[src/rtl/rename_pkg.sv]
// Shared types and sizing constants for the register rename stage.
package rename_pkg;
  localparam int ARCH_REGS = 32;
  localparam int PHYS_REGS = 64;

  typedef logic [5:0] phys_reg_t;
  typedef logic [4:0] arch_reg_t;
endpackage

[src/rtl/free_list.sv]
// Circular FIFO of free physical tags; resets holding ARCH_REGS..PHYS_REGS-1 in order.
module free_list
  import rename_pkg::*;
#(
  parameter int ARCH_REGS = rename_pkg::ARCH_REGS,
  parameter int PHYS_REGS = rename_pkg::PHYS_REGS
) (
  input  logic                         clk,
  input  logic                         rst,
  input  logic                         push,
  input  phys_reg_t                    push_tag,
  input  logic                         pop,
  output phys_reg_t                    head_tag,
  output logic [$clog2(PHYS_REGS):0]   count
);
  localparam int PW = $clog2(PHYS_REGS);
  localparam logic [PW:0] FULL = (PW + 1)'(PHYS_REGS);

  logic [PW-1:0] head;
  logic [PW-1:0] tail;
  phys_reg_t     mem [PHYS_REGS];
  logic          full;
  logic          push_ok;

  assign full     = (count == FULL);
  assign push_ok  = push && !full;
  assign head_tag = mem[head];

  // Storage, pointers and occupancy; pointers wrap naturally at PHYS_REGS.
  always_ff @(posedge clk or posedge rst) begin
    if (rst) begin
      for (int i = 0; i < PHYS_REGS; i++) begin
        mem[i] <= (i < PHYS_REGS - ARCH_REGS) ? phys_reg_t'(i + ARCH_REGS) : '0;
      end
      head  <= '0;
      tail  <= PW'(PHYS_REGS - ARCH_REGS);
      count <= (PW + 1)'(PHYS_REGS - ARCH_REGS);
    end else begin
      if (push_ok) begin
        mem[tail] <= push_tag;
        tail      <= tail + 1'b1;
      end
      if (pop) begin
        head <= head + 1'b1;
      end
      case ({push_ok, pop})
        2'b10:   count <= count + 1'b1;
        2'b01:   count <= count - 1'b1;
        default: count <= count;
      endcase
    end
  end

  free_list_chk u_chk (
    .clk  (clk),
    .rst  (rst),
    .push (push),
    .full (full)
  );
endmodule

[src/rtl/free_list_chk.sv]
// Simulation-only checks on the free list: a push into a full list is dropped.
module free_list_chk (
  input logic clk,
  input logic rst,
  input logic push,
  input logic full
);
  a_no_push_when_full: assert property (@(posedge clk) disable iff (rst) !(push && full));
endmodule

[src/rtl/reg_rename.sv]
// Rename stage: arch->phys map table, free-list allocation and a registered output slot.
// Optional RENAME_FREE_BYPASS_EN lets a freed tag feed an allocation directly when the list is empty.
module reg_rename
  import rename_pkg::*;
#(
  parameter int ARCH_REGS = rename_pkg::ARCH_REGS,
  parameter int PHYS_REGS = rename_pkg::PHYS_REGS
) (
  input  logic      clk,
  input  logic      rst,
  input  logic      i_valid,
  output logic      o_ready,
  input  logic      i_uses_rs,
  input  logic      i_uses_rt,
  input  logic      i_uses_rw,
  input  arch_reg_t i_rs_addr,
  input  arch_reg_t i_rt_addr,
  input  arch_reg_t i_rw_addr,
  output logic      o_valid,
  input  logic      i_out_ready,
  output logic      o_uses_rs,
  output logic      o_uses_rt,
  output logic      o_uses_rw,
  output phys_reg_t o_rs_phys,
  output phys_reg_t o_rt_phys,
  output phys_reg_t o_rw_phys,
  output phys_reg_t o_old_rw_phys,
  input  logic      i_free_valid,
  input  phys_reg_t i_free_phys,
  output logic [6:0] o_free_count
);
  phys_reg_t map [ARCH_REGS];
  phys_reg_t head_tag;
  phys_reg_t new_tag;
  logic      free_ok;
  logic      bypass;
  logic      accept;
  logic      alloc;
  logic      push;
  logic      pop;

  assign free_ok = i_free_valid && (i_free_phys != 6'd0);
`ifdef RENAME_FREE_BYPASS_EN
  assign bypass = (o_free_count == 7'd0) && free_ok;
`else
  assign bypass = 1'b0;
`endif

  assign o_ready = (!o_valid || i_out_ready) && ((o_free_count != 7'd0) || bypass);
  assign accept  = i_valid && o_ready;
  assign alloc   = accept && i_uses_rw && (i_rw_addr != 5'd0);
  assign new_tag = bypass ? i_free_phys : head_tag;
  assign pop     = alloc && !bypass;
  assign push    = free_ok && !(alloc && bypass);

  free_list #(
    .ARCH_REGS (ARCH_REGS),
    .PHYS_REGS (PHYS_REGS)
  ) u_free_list (
    .clk      (clk),
    .rst      (rst),
    .push     (push),
    .push_tag (i_free_phys),
    .pop      (pop),
    .head_tag (head_tag),
    .count    (o_free_count)
  );

  // Map table update and output slot; sources read the map before this instruction's own write.
  always_ff @(posedge clk or posedge rst) begin
    if (rst) begin
      for (int i = 0; i < ARCH_REGS; i++) begin
        map[i] <= phys_reg_t'(i);
      end
      o_valid       <= 1'b0;
      o_uses_rs     <= 1'b0;
      o_uses_rt     <= 1'b0;
      o_uses_rw     <= 1'b0;
      o_rs_phys     <= '0;
      o_rt_phys     <= '0;
      o_rw_phys     <= '0;
      o_old_rw_phys <= '0;
    end else if (accept) begin
      o_valid       <= 1'b1;
      o_uses_rs     <= i_uses_rs;
      o_uses_rt     <= i_uses_rt;
      o_uses_rw     <= i_uses_rw;
      o_rs_phys     <= i_uses_rs ? map[i_rs_addr] : 6'd0;
      o_rt_phys     <= i_uses_rt ? map[i_rt_addr] : 6'd0;
      o_rw_phys     <= alloc ? new_tag : 6'd0;
      o_old_rw_phys <= alloc ? map[i_rw_addr] : 6'd0;
      if (alloc) begin
        map[i_rw_addr] <= new_tag;
      end
    end else if (i_out_ready) begin
      o_valid <= 1'b0;
    end
  end
endmodule

[config.mk]
export PLATFORM = sky130hd
export DESIGN_NAME = reg_rename
export DESIGN_NICKNAME = d
export VERILOG_FILES = /design/src/rtl/rename_pkg.sv /design/src/rtl/free_list.sv /design/src/rtl/free_list_chk.sv /design/src/rtl/reg_rename.sv
export SDC_FILE = /design/constraint.sdc
export NUM_CORES = 1
export LEC_CHECK = 0
export ABC_AREA = 1
export CORE_MARGIN = 8
export CORE_UTILIZATION = 61
export CTS_CLUSTER_DIAMETER = 120
export CTS_CLUSTER_SIZE = 16
export DETAILED_ROUTE_END_ITERATION = 8
export GPL_ROUTABILITY_DRIVEN = 0
export HOLD_SLACK_MARGIN = 0.15
export PLACE_DENSITY_LB_ADDON = 0.1
export SLEW_MARGIN = 20
export SYNTH_ARGS = -nofsm -noshare
export SYNTH_HDL_FRONTEND = slang
export SYNTH_SLANG_ARGS = --single-unit
[constraint.sdc]
create_clock -name clk -period 44.6 [get_ports clk]
set_clock_uncertainty 0.1 [all_clocks]
set_input_delay 8.92 -clock clk [delete_from_list [all_inputs] [get_ports clk]]
set_output_delay 8.92 -clock clk [all_outputs]
set_load 0.005 [all_outputs]
==> results.ini <==
[synthesis]
synthXorXnorAreaFrac_pct=0.460
ys_seq_elements=623
synth_ff_type=dfrtp_1
synth.most_common_cell=nand2_1
syn_nets=4396
synth_seq_area_share_pct=48.9
synth_compound_area_share_pct=14.3
synth_fa_ha_area_share_pct=0.193
synth_cell_types=31
syn_area_um2=32400
synth_simple_gate_area_share_pct=29.6
muxShareOfSynthArea_pct=0
yosys_warnings=0
netlist.area_leader.share_pct=33.2
synth_top_cell_by_area=dfrtp_1
async_flop_share_pct=100
yosys-top-cells-area=dfrtp_1, nand2_1, dfstp_2, o21ai_0, nand3_1
synth_top_family_by_area=simple AND/OR/NAND/NOR gates
syn_avg_cell_area_um2=7.42
syn-instance-count=4362
yosys-top-cells-count=nand2_1, o21ai_0, nand3_1
synth-edff-count=0

[setup_path]
crit_path_max_incr_delay_ns=0.53
slowest_stage=clkdlybuf4s50_1
criticalPathCategory=in2out
cp_max_fo=2
worstPathRequired_ns=35.58
r2r_setup_slack_ns=40.41
end_kind=output port
cpMostUsedCell=clkdlybuf4s50_1
crit_path_cell_trace=clkdlybuf4s50_1 -> nor2_1 -> a31oi_1 -> clkdlybuf4s50_1
cp.arrival_ns=10.12
cp-start-kind=input pin

[sta]
fmax_ghz=0.0523
hold_viol=0
finalMaxSlewViolations=0
tightest_slew_ns=1.23
fin_crit_ns=19.14
final.period_utilization_pct=42.9
setup_ws_ns=25.46
tns_ns=0
slew_headroom_pct=17.5
report.final.setup_viol=0
fin_hold_ws_ns=0.327
rsz0062_at_grt=no

[power_and_ir_drop]
power_density_nw_per_um2=63.8
leakage_uw=0.0155
vdd.ir_drop.worst_v=0.0000480
p_total_uw=2170

[detailed_routing]
totalWireLength_um=97800
firstDrtPassIters=8
wl_per_cell_um=19.8
ant_nets=0
viasPerCell=6.03
drt_first_iter_violations=3410
drc_errors=0
vias=29722

[finish]
diodes=0
nets=4244
fin_util_pct=64.8
syn_to_final_growth_pct=5.30
drive_above_1_share_pct=8.32
nFillCells=4789

[floorplan]
start_util_pct=61.6
core_area_um2=52600
ioPinCount=65
dieWidth_um=246
die_y_um=246
die_area_um2=60700
rows=84

[global_routing]
grt_remaining_overflow=0
antenna_found_initial=0
grt_first_pass_wirelength_um=155000
grt_pass1_vias=27917
grt_max_degree=119
grtUsageTotal_pct=31.9

[clock_network]
clk_path_buf_depth=3
cts_tree=built
cts_sinks=623
clk-insertion-delay-late_ns=0.60
cts_setup_buffers=0
cts-root-buf=clkbuf_16
cts_resized=0
cts.htree.levels=2
path_clk_slew_ns=0.07
cts_made_buffers=44
hold_buffers=0

[job]
drv_cap=0

[placement]
io_buffers=64
hpwlAfterDp_um=60100
pre_cts_ws_ns=25.47

[run_status]
outcome=finished clean

[min_path]
hold_path.class=reg2reg

==> routing by layer <==
layer  wire length (um)  global-route usage [%]
met1              40000                    43.8
met2              43800                    49.2
met3               9240                    5.58
met4               4690                    14.8
met5                  0                       0
==> registers in the layout, indices dropped and copies added (netlist names) <==
signal,cells
o_rs_phys,6
o_uses_rs,1
u_free_list.mem,384
o_rt_phys,6
u_free_list.head,6
o_old_rw_phys,6
o_uses_rw,1
o_valid,1
u_free_list.count,7
o_rw_phys,6
u_free_list.tail,6
o_uses_rt,1
map,192
==> per-stage QoR <==
stage	area [um^2]	std cells
CTS	34100	4932
global route	34100	4932
detailed placement	32800	4852
finish	34100	4932
floorplan	32400	4362
global placement	32800	4852
==> power by group <==
group	leakage (uW)	total [uW]	switching [uW]	internal, uW
Sequential	0.00776	978	162	816
Combinational	0.00712	808	550	258
Clock	0.000594	388	201	187
==> critical path: cells and delay by family <==
| kind | cells | cell delay, ns |
|---|---|---|
| AOI/OAI and AO/OA | 1 | 0.14 |
| buffers and inverters | 2 | 1.00 |
| and+or+nand+nor | 1 | 0.06 |
==> layout make-up <==
cell class | count | area, um^2 | share of cell area [%]
clock buffers | 78 | 1230 | 3.61
clock inverters | 2 | 25.0 | 0.0734
inverters | 185 | 707 | 2.07
multi-input cells | 3244 | 14400 | 42.3
flip-flops and latches | 623 | 15800 | 46.5
well taps | 688 | 861 | 2.53
repair buffers | 112 | 986 | 2.89
==> cell families after synthesis <==
kind of cell / count (synthesis)
buf+inv: 495
simple gates: 2365
flops: 623
fa+ha+maj: 5
compound gates: 857
xor+xnor: 17
==> final timing paths <==
kind / startpoint / to / cells past startpoint
max: i_out_ready / o_ready / 4
min in group asynchronous: rst / u_free_list.mem[10] / 2
min reg2reg: map[186] / map[186] / 0
max reg2reg: u_free_list.count[5] / u_free_list.count[6] / 20
max in group asynchronous: rst / u_free_list.mem[277] / 5
min: map[186] / map[186] / 0
==> placed cells by master, fill, tap and decap left out, drive strengths merged <==
cell,count
buf,52
and2,1
a21oi,154
clkinv,4
clkdlybuf4s50,60
o211ai,97
dfstp,194
nor3,11
o22ai,72
ha,5
inv,183
nand2,1746
dfrtp,429
xor2,15
a31oi,1
nand3,469
nor2,126
clkbuf,78
o21ai,533
xnor2,2
nand4,11
nand3b,1
Note: power is estimated with default switching activity, not from simulation.
